===== src/rtl/framebuffer_scanout.sv =====
// Framebuffer scanout: streams one frame of 16-bit pixels in raster order from the
// framebuffer B port onto a valid/ready pixel stream. Credit-limited read issue plus a
// small first-word-fall-through FIFO hide the 1-cycle read latency.
module framebuffer_scanout #(
  parameter int unsigned FRAME_WIDTH  = 64,
  parameter int unsigned FRAME_HEIGHT = 48,
  parameter int unsigned FIFO_DEPTH   = 4
) (
  input  logic        clk,
  input  logic        resetN,
  input  logic        start,
  input  logic [16:0] baseAddress,
  output logic        busy,
  output logic        done,
  output logic [16:0] fbAddress,
  output logic        fbWriteEnable,
  output logic [15:0] fbDataIn,
  input  logic [15:0] fbDataOut,
  output logic        pixelValid,
  input  logic        pixelReady,
  output logic [15:0] pixelData,
  output logic        pixelFirst,
  output logic        pixelLineEnd
);

  localparam int unsigned NumPixels = FRAME_WIDTH * FRAME_HEIGHT;
  localparam int unsigned CntW      = $clog2(NumPixels + 1);
  localparam int unsigned XW        = $clog2(FRAME_WIDTH);
  localparam int unsigned YW        = (FRAME_HEIGHT > 1) ? $clog2(FRAME_HEIGHT) : 1;
  localparam int unsigned PtrW      = $clog2(FIFO_DEPTH);
  localparam int unsigned FillW     = $clog2(FIFO_DEPTH + 1);

  localparam logic [CntW-1:0]  LastIdx = CntW'(NumPixels - 1);
  localparam logic [XW-1:0]    LastX   = XW'(FRAME_WIDTH - 1);
  localparam logic [YW-1:0]    LastY   = YW'(FRAME_HEIGHT - 1);
  localparam logic [FillW:0]   Depth   = (FillW + 1)'(FIFO_DEPTH);

  typedef enum logic [1:0] {StIdle, StFetch, StDrain} state_e;

  state_e            state_q, state_d;
  logic [16:0]       fb_addr_q;
  logic [CntW-1:0]   read_idx_q;
  logic [CntW-1:0]   pix_cnt_q;
  logic              in_flight_q;
  logic [XW-1:0]     x_q;
  logic [YW-1:0]     y_q;
  logic              done_q;
  logic [15:0]       mem_q [FIFO_DEPTH];
  logic [PtrW-1:0]   wr_ptr_q, rd_ptr_q;
  logic [FillW-1:0]  fill_q;

  logic accept, issue, push, pop, credit_ok, last_pop;

  assign push      = in_flight_q;  // read data returns exactly one cycle after issue
  assign pop       = pixelValid && pixelReady;
  assign credit_ok = ({1'b0, fill_q} + (FillW + 1)'(in_flight_q)) < Depth;
  assign last_pop  = pop && (pix_cnt_q == LastIdx);

  // State register
  always_ff @(posedge clk or negedge resetN) begin
    if (!resetN) state_q <= StIdle;
    else         state_q <= state_d;
  end

  // Next-state logic
  always_comb begin
    state_d = state_q;
    unique case (state_q)
      StIdle:  if (start) state_d = StFetch;
      StFetch: if (issue && (read_idx_q == LastIdx)) state_d = StDrain;
      StDrain: if (last_pop) state_d = StIdle;
      default: state_d = StIdle;
    endcase
  end

  // FSM-derived control and constant write-side outputs
  always_comb begin
    accept        = (state_q == StIdle) && start;
    issue         = (state_q == StFetch) && credit_ok;
    busy          = (state_q != StIdle);
    fbWriteEnable = 1'b0;
    fbDataIn      = 16'h0000;
  end

  // Read address generation; fbAddress always points at base + readIndex
  always_ff @(posedge clk or negedge resetN) begin
    if (!resetN) begin
      fb_addr_q   <= '0;
      read_idx_q  <= '0;
      in_flight_q <= 1'b0;
    end else begin
      in_flight_q <= issue;
      if (accept) begin
        fb_addr_q  <= baseAddress;
        read_idx_q <= '0;
      end else if (issue) begin
        fb_addr_q  <= fb_addr_q + 17'd1;  // 17-bit wrap is intended
        read_idx_q <= read_idx_q + CntW'(1);
      end
    end
  end

  // FIFO storage; contents are don't-care while empty, so no reset needed
  always_ff @(posedge clk) begin
    if (push) mem_q[wr_ptr_q] <= fbDataOut;
  end

  // FIFO pointers and occupancy
  always_ff @(posedge clk or negedge resetN) begin
    if (!resetN) begin
      wr_ptr_q <= '0;
      rd_ptr_q <= '0;
      fill_q   <= '0;
    end else begin
      if (push) wr_ptr_q <= wr_ptr_q + PtrW'(1);
      if (pop)  rd_ptr_q <= rd_ptr_q + PtrW'(1);
      if (push && !pop)      fill_q <= fill_q + FillW'(1);
      else if (pop && !push) fill_q <= fill_q - FillW'(1);
    end
  end

  // Output position counters and end-of-frame pulse
  always_ff @(posedge clk or negedge resetN) begin
    if (!resetN) begin
      x_q       <= '0;
      y_q       <= '0;
      pix_cnt_q <= '0;
      done_q    <= 1'b0;
    end else begin
      done_q <= (state_q == StDrain) && last_pop;
      if (accept) begin
        x_q       <= '0;
        y_q       <= '0;
        pix_cnt_q <= '0;
      end else if (pop) begin
        pix_cnt_q <= pix_cnt_q + CntW'(1);
        if (x_q == LastX) begin
          x_q <= '0;
          y_q <= (y_q == LastY) ? '0 : y_q + YW'(1);
        end else begin
          x_q <= x_q + XW'(1);
        end
      end
    end
  end

  // Stream outputs; flags gated by valid so they read 0 out of reset
  always_comb begin
    fbAddress    = fb_addr_q;
    done         = done_q;
    pixelValid   = (fill_q != '0);
    pixelData    = mem_q[rd_ptr_q];
    pixelFirst   = pixelValid && (x_q == '0) && (y_q == '0);
    pixelLineEnd = pixelValid && (x_q == LastX);
  end

  // The credit rule must keep the FIFO from ever overflowing
  assert property (@(posedge clk) disable iff (!resetN)
                   !(push && !pop && (fill_q == FillW'(FIFO_DEPTH))));

endmodule


===== config.mk =====
export PLATFORM = sky130hd
export DESIGN_NAME = framebuffer_scanout
export DESIGN_NICKNAME = d
export VERILOG_FILES = /design/src/rtl/framebuffer_scanout.sv
export SDC_FILE = /design/constraint.sdc
export NUM_CORES = 1
export LEC_CHECK = 0
export ABC_AREA = 1
export CORE_MARGIN = 2
export CORE_UTILIZATION = 49
export DETAILED_ROUTE_END_ITERATION = 10
export PLACE_DENSITY = 0.82
export SYNTH_ARGS = -nofsm -noshare
export SYNTH_HDL_FRONTEND = slang
export SYNTH_SLANG_ARGS = --single-unit

===== constraint.sdc =====
create_clock -name clk -period 1.7 [get_ports clk]
set_input_delay 0.255 -clock clk [delete_from_list [all_inputs] [get_ports clk]]
set_output_delay 0.255 -clock clk [all_outputs]
set_load 0.02 [all_outputs]

# Word level (Yosys, flattened, before mapping)
# Memory sizes are Yosys's and may differ from the RTL's.
# Cells that the tools add are included.
# word_totals
ram_bits	64
elab_cells	77
register_bits	64
memories	1
# memory_table
name	words	width	rd	rd_ports_with_merged_regs	wr	line	rtl
mem_q	4	16	1	0	1	48	logic [15:0] mem_q [FIFO_DEPTH];
# classes
muxes	21
n_reduce_logical	24
n_addsub	10
n_lt_le_gt_ge	1
eq_ne	9
# op_table
operator	count
$mux W12	4
$mux W6	7
$mux W17	2
$add A12 B1 Y12 const B	2
$eq A12 B12 Y1 const B	2
$add A17 B1 Y17 const B	1
$add A6 B1 Y6 const B	2
$eq A6 B6 Y1 const B	2
$logic_not A6 Y1	2
$logic_and A1 B1 Y1	11
$reduce_bool A2 Y1	5
$mux W2	3
$mux W3	2
$ne A2 B2 Y1 const B	3
$pmux W2 S3	1
$add A2 B1 Y2 const B	2
$add A3 B1 Y4	1
$lt A4 B3 Y1 const B	1
$add A3 B1 Y3 const B	1
$reduce_and A3 Y1	1
$reduce_bool A3 Y1	1
$sub A3 B1 Y3 const B	1
$eq A2 B1 Y1 const B	1
$eq A2 B2 Y1 const B	1
4 further kinds	6

# Logic depth before layout (Yosys ltp)
# Gate-level depths: netlist of the first run.
# depth
depth_word	6
mapped_depth	10
depth_no_buf	9

# Worst setup path before layout of the first run
# No wires, ideal clock.
# synth_path
path_kind	flip-flop to flip-flop
start	register fill_q[0]
end	register fill_q[2]
setup_time_ns	0.131
required_ns	1.569
synth_period_minus_slack_ns	1.943
t_arrival_ns	1.813
path_slack_ns	-0.243
stages_incl_launch_ff	11
path_cell_list	dfrtp_1 > nor2_1 > nand2_2 > nand2_2 > buf_6 > ha_1 > inv_1 > fa_1 > a21oi_1 > o21ai_0 > xor2_1
# synth_between
elab_chain_cells	5
elab_cells_between_ends	10
# synth_rtl
element	line	rtl
start, declared	50	logic [FillW-1:0] fill_q;
start signal, assigned	117	if (push && !pop) fill_q <= fill_q + FillW'(1);
start signal, assigned	118	else if (pop && !push) fill_q <= fill_q - FillW'(1);
$reduce_bool A3 Y1 (*)	151	pixelValid = (fill_q != '0);
named net pixelValid	19	output logic pixelValid,
$logic_and A1 B1 Y1 (*)	55	assign pop = pixelValid && pixelReady;
$logic_not A1 Y1	117	
$logic_and A1 B1 Y1	117	
$mux W3 or $reduce_bool A2 Y1 (tied branches)	--	
# The timed path passes the listed nets; every way through them passes the cells marked *. The select of a mux whose other input is x is not followed.
# A chain may end at the register's enable or synchronous reset.

# Final worst setup path of the first run
# layout_path
start	register rd_ptr_q[0]
end	output port pixelData[11]
# layout_between
elab_chain_cells	1
# layout_rtl
element	line	rtl
start, declared	49	logic [PtrW-1:0] wr_ptr_q, rd_ptr_q;
start signal, assigned	116	if (pop) rd_ptr_q <= rd_ptr_q + PtrW'(1);
$mem_v2 Z4 W16	--	
end, declared	21	output logic [15:0] pixelData,
# No other way between the ends.

==> results of run 1 <==
[worst max-delay path, delay by kind of cell (launching register included)]
family | cells | cell delay, ps
simple gates | 1 | 40
flops | 1 | 460
buf+inv | 3 | 440
compound gates | 1 | 190
[stage by stage]
| stage | TNS (ps) | std cells | hold slack [ps] | util | worst slack, ps |
|---|---|---|---|---|---|
| detailed placement | -2590 | 981 | 219 | 0.598 | -193 |
| global route | -2550 | 1022 | 355 | 0.664 | -157 |
| floorplan | -301 | 722 | -40.6 | - | -190 |
| CTS | -1220 | 1018 | 316 | 0.649 | -124 |
| global placement | -1320 | 981 | 218 | 0.598 | -91.2 |
| finish | -1360 | 1022 | 307 | 0.664 | -106 |
[layout make-up]
| class | count | share of cell area |
|---|---|---|
| Clock inverter | 15 | 0.0232 |
| Tap cell | 172 | 0.0256 |
| Clock buffer | 17 | 0.0506 |
| Inverter | 69 | 0.0317 |
| Sequential cell | 128 | 0.419 |
| Timing Repair Buffer | 133 | 0.145 |
| Multi-Input combinational cell | 488 | 0.305 |
[worst paths after layout]
kind / depth (start not counted) / start / to
worst max-delay path: 5 / rd_ptr_q[0] / pixelData[11]
worst min-delay path: 2 / resetN / read_idx_q[7]
worst max register to register: 9 / fill_q[2] / fill_q[2]
worst min register to register: 1 / read_idx_q[6] / read_idx_q[6]
max in group asynchronous: 3 / resetN / rd_ptr_q[0]
min in group clk: 3 / baseAddress[2] / fbAddress[2]
[cells in the final DEF, fill, tap and decap left out, drive strengths merged, types with 15 or more instances in the layout]
master / instances
nand2: 139
nor2: 129
buf: 77
inv: 77
o21ai: 65
edfxtp: 64
dfrtp: 64
nand3: 44
clkdlybuf4s50: 36
clkbuf: 18
dlygate4sd2: 18
conb: 17
o22ai: 17
a21oi: 15
[timing repair]
| item | CTS | global route |
|---|---|---|
| endpoints found under the hold margin | 13 | 0 |
| pin swaps | 12 | 11 |
| resized for setup | 145 | 54 |
| cloned | 1 | 1 |
| setup endpoints to repair | 38 | 23 |
| setup buffers | 3 | 3 |
| hold buffers | 1 | 0 |
[kinds of logic after synthesis]
kind of cell	Yosys count	synth area share
adders and majority gates	13	0.0267
xor gates and xnor gates	14	0.0193
other	1	0.000589
DFF	128	0.553
buffers and inverters	106	0.0780
AOI/OAI and AO/OA	109	0.0939
and+or+nand+nor	335	0.228
[power groups by stage]
stage	combinational, mW	clock (mW)	sequential [mW]
floorplan	3.12	0	4.94
global placement	5.44	0	4.77
finish	6.11	3.81	4.82
CTS	5.64	3.85	4.78
detailed placement	5.63	0	4.81
global route	6.70	4.01	4.92
[state kept, by name, indices dropped and copies added (netlist names)]
signal,cells
wr_ptr_q,2
x_q,6
y_q,6
state_q,2
mem_q,64
in_flight_q,1
fill_q,3
rd_ptr_q,2
done,1
pix_cnt_q,12
fbAddress,17
read_idx_q,12
[cell usage after synthesis (all sizes together)]
master / count
xnor2: 3
nor3b: 1
a21oi: 15
o22ai: 17
nand3: 44
or2: 3
o21ai: 65
a31oi: 3
edfxtp: 64
nor3: 5
nand4: 12
o21a: 1
inv: 69
nand2: 139
o211ai: 1
and3: 1
a22o: 1
conb: 1
nor4: 1
dfrtp: 64
fa: 1
o31ai: 1
o21bai: 4
a211oi: 1
clkbuf: 7
buf: 30
ha: 12
nor2: 129
xor2: 11
[routing by layer]
metal,track usage,wire length (µm)
met5,0,0
met4,0.0738,225
met3,0.0455,583
met2,0.367,7390
met1,0.271,6270
==> run_results.csv, run 1 <==
group,metric,value,unit
clock_network,clock_path_buffers,2,
cells_and_area,drive_gt1_frac,0.202,
cells_and_area,fill_cells,970,
drt,dr.first_iter.drc_count,390,
sta,worst_slack,-106,ps
sta,slew_violations,0,
worst_setup_path,rrSetupSlack,-10,ps
floorplanning,row_count,41,
sta,finClkSkew,10.8,ps
logic_synthesis,synth_top_area_share,0.302,
logic_synthesis,yosysSeqAreaShare,0.553,
worst_setup_path,worstSetupPathType,"register to output port",
cells_and_area,fin_area,8410,µm²
status,status,"complete, but fails checks",
global_routing,gr-total-overflow,0,
cells_and_area,syn2layout_area_growth,32.1,%
placement,place_congestion,0.830,
global_routing,grt_usage,0.215,
status,violations,"setup timing",
power,clkPwrFrac,0.259,
global_routing,grt_max_degree,27,
worst_setup_path,cp.required,1440,ps
logic_synthesis,ys_warn_count,0,
worst_setup_path,cp_cell_sequence,"clkinv_4 -> buf_4 -> nor2_2 -> o22ai_1 -> buf_4",
power,vdd_ir_drop_max,0.822,mV
floorplanning,start_util,0.503,
flow_run,max_cap_violations,0,
global_routing,grt_pass1_vias,5105,
clock_network,cts_inserted_buffers,17,
worst_setup_path,crit_path_frequent_cell,"buf_4",
power,power.density,1750,nW/µm²
sta,fin_crit_sh,1.06,
floorplanning,die-width,118,µm
logic_synthesis,synth_area,6370,µm²
floorplanning,die_area,13900,µm²
worst_setup_path,critPathLaunchType,"register",
worst_setup_path,crit_path_end_kind,"output port",
cells_and_area,insertedDiodeCount,0,
drt,vias,5164,
power,internal-power,9.10,mW
worst_setup_path,path_max_fanout,5,
clock_network,clock-sinks,128,
clock_network,clock_latency,420,ps
placement,dpl.hpwl,9710,µm
logic_synthesis,yosysTopAreaCell,"edfxtp_1",
power,power.share.combinational,0.414,
floorplanning,ios,92,
drt,ant_nets,0,
cells_and_area,multi_input_area,2560,µm²
cells_and_area,seq_area,3520,µm²
drt,vias_per_cell,5.05,
floorplanning,chipHeight,118,µm
drt,routed_wirelength,14500,µm
logic_synthesis,synth-seq-cells,128,
clock_network,cts_tree,"built",
logic_synthesis,ys_types,43,
power,p_leak,3.67,nW
drt,post_drt_wl_per_cell,14.2,µm
sta,max_freq,554,MHz
logic_synthesis,synth_area_per_cell,9.02,µm²
clock_network,cts_root_buffer,"clkbuf_16",
power,finalPower,14.7,mW
floorplanning,core-area,12700,µm²
power,netSwitchingPower,5.64,mW
sta,grt_setup_unrepaired,"yes",
clock_network,clkTransAtPathRegs,60,ps
placement,portBuffers,74,
global_routing,antenna_found_initial,0,
placement,placed_area,7570,µm²
sta,finalSetupViolations,19,
sta,period_minus_slack,1810,ps
clock_network,cts.htree.levels,4,
worst_setup_path,critPathMaxStageDelay,460,ps
power,seqPwrFrac,0.327,
drt,drc,0,
sta,finalHoldViolCount,0,
worst_setup_path,cp.arrival,1550,ps
worst_setup_path,cpMaxStageDelayCell,"dfrtp_2",
logic_synthesis,syn_inst,706,
cells_and_area,fin_nets,887,
drt,first_pass_iters,6,
power,switching_share,0.382,
hold_path,hp-class,"input port to async pin",
logic_synthesis,synthTopCellsByArea,"edfxtp_1, dfrtp_1, nand2_1",
global_routing,grt_pass1_wl,24000,µm
Power figures use the tool's default switching activity.
==> run 2: changes to the inputs <==
- CORE_MARGIN: 2 -> not set
==> run_results.csv, run 2 (same netlist as run 1, synthesis figures left out) <==
group,metric,value,unit
placement,place_congestion,0.835,
cells_and_area,largest_register_ffs,64,
drt,first_pass_iters,5,
power,vdd_ir_drop_max,1.12,mV
drt,vias,5177,
drt,ant_nets,0,
floorplanning,die_area,13500,µm²
sta,finalSetupViolations,17,
global_routing,grt_usage,0.222,
cells_and_area,insertedDiodeCount,0,
placement,placed_area,7570,µm²
drt,routed-wl-met3,707,µm
cells_and_area,fill_cells,992,
clock_network,clock_latency,420,ps
cells_and_area,drive_gt1_frac,0.169,
worst_setup_path,crit_path_end_kind,"output port",
worst_setup_path,r2r_cells,9,
floorplanning,row_count,41,
hold_path,hp-class,"input port to async pin",
flow_run,max_cap_violations,0,
clock_network,cts_tree,"built",
power,switching_share,0.375,
clock_network,cts.htree.levels,4,
clock_network,cts_root_buffer,"clkbuf_16",
power,seqPwrFrac,0.343,
drt,vias_per_cell,5.12,
drt,dr.first_iter.drc_count,583,
clock_network,clkTransAtPathRegs,50,ps
sta,grt_setup_unrepaired,"yes",
power,finalPower,14.0,mW
floorplanning,die-width,116,µm
drt,post_drt_wl_per_cell,13.6,µm
floorplanning,chipHeight,116,µm
worst_setup_path,critPathLaunchType,"register",
worst_setup_path,reg2reg_from,"fill_q[0]",
sta,worst_slack,-127,ps
cells_and_area,top_register,"mem_q",
drt,dr_wl_met2,6870,µm
drt,topRoutingLayerUsed,"met4",
global_routing,grt_pass1_vias,4841,
worst_setup_path,cp.required,1440,ps
power,netSwitchingPower,5.26,mW
worst_setup_path,rrSetupSlack,-20,ps
cells_and_area,seq_area,3520,µm²
floorplanning,start_util,0.505,
worst_setup_path,cp_cell_sequence,"inv_2 -> buf_12 -> nor2_1 -> o22ai_1 -> buf_4",
global_routing,grt_pass1_wl,22600,µm
cells_and_area,syn2layout_area_growth,28.6,%
power,clkPwrFrac,0.252,
sta,finalSetupTns,-939,ps
floorplanning,core-area,12600,µm²
clock_network,clock-sinks,128,
sta,finalHoldViolCount,0,
cells_and_area,fin_nets,878,
worst_setup_path,path_max_fanout,27,
placement,dpl.hpwl,9280,µm
drt,routed_wirelength,13800,µm
worst_setup_path,worstSetupPathType,"register to output port",
cells_and_area,multi_input_area,2490,µm²
worst_setup_path,cpMaxStageDelayCell,"dfrtp_2",
cells_and_area,layout_commonest_cell,"nand2_1",
drt,drt-met1-wl,5930,µm
global_routing,antenna_found_initial,0,
power,power.density,1710,nW/µm²
clock_network,clock_path_buffers,2,
sta,finClkSkew,11.1,ps
clock_network,cts_inserted_buffers,17,
sta,period_minus_slack,1830,ps
placement,place_ws,-158,ps
sta,slew_violations,0,
power,p_leak,3.59,nW
power,internal-power,8.78,mW
worst_setup_path,critPathMaxStageDelay,440,ps
worst_setup_path,cp.arrival,1570,ps
global_routing,grt_max_degree,28,
cells_and_area,final_cell_mix,"nand2_1, nor2_1, edfxtp_1",
power,power.share.combinational,0.405,
sta,max_freq,547,MHz
cells_and_area,fin_area,8190,µm²
status,violations,"setup timing",
global_routing,gr-total-overflow,0,
status,status,"complete, but fails checks",
placement,portBuffers,74,
floorplanning,ios,92,
sta,fin_crit_sh,1.07,
worst_setup_path,reg2reg_to,"fill_q[2]",
drt,drc,0,
==> run 2: changes by cell type in the layout (fill, tap and decap cells not counted), moves of 3 or more <==
cell	before	now
buf_4	62	57
buf_6	8	4
clkinv_1	0	3
inv_6	8	0
nor2_1	114	120
nor2_2	10	6
o21ai_0	31	50
o21ai_1	22	12
o21ai_2	11	3
==> run 2: power by group through the flow <==
stage	combinational (mW)	clock, mW	sequential (mW)
2_1_floorplan	3.12	0	4.94
5_1_grt	6.27	3.72	4.91
3_3_place_gp	5.46	0	4.79
4_1_cts	5.40	3.57	4.78
3_5_place_dp	5.60	0	4.82
6_report	5.68	3.54	4.82
==> run 2: repair_timing <==
| action | 4_1_cts | 5_1_grt |
|---|---|---|
| cloned | 0 | 0 |
| pin swaps | 2 | 9 |
| setup buffers | 0 | 1 |
| resized for setup | 109 | 42 |
| hold buffers | 1 | 0 |
| endpoints found under the hold margin | 16 | 0 |
| endpoints found under the setup margin | 38 | 27 |
==> run 2: worst max-delay path by stage <==
stage                            from      endpoint  slack (ps)  depth (start not counted)
after detailed placement       x_q[0]    pixelFirst        -160                          5
after global routing      rd_ptr_q[0]  pixelData[1]        -170                          5
after global placement         x_q[0]    pixelFirst        -160                          5
after CTS                      x_q[0]    pixelFirst        -110                          5
after floorplan             fill_q[0]     fill_q[2]        -190                         10
final                     rd_ptr_q[0]  pixelData[1]        -130                          5
==> run 2: final cells by class <==
cell class                      count  area share
Clock buffer                       19      0.0529
Clock inverter                     12      0.0176
Inverter                           69      0.0319
Multi-Input combinational cell    488       0.304
Sequential cell                   128       0.431
Tap cell                          172      0.0263
Timing Repair Buffer              124       0.137
==> run 2: critical path: cells and delay by family (launching register included) <==
kind / cells / cell delay [ps]
DFF: 1 / 440
AOI/OAI and AO/OA: 1 / 210
and+or+nand+nor: 1 / 70
buffers and inverters: 3 / 440
==> run 2: through the flow <==
step,util,hold slack [ps],std cells
2_1_floorplan,-,-40.6,722
3_3_place_gp,0.600,253,979
3_5_place_dp,0.600,245,979
4_1_cts,0.640,354,1011
5_1_grt,0.649,395,1012
6_report,0.649,341,1012
==> run 2: metal layers <==
metal,up-vias,track usage
met5,-,0
met4,0,0.105
met3,25,0.0502
met2,162,0.360
met1,2435,0.284
li1,2555,-
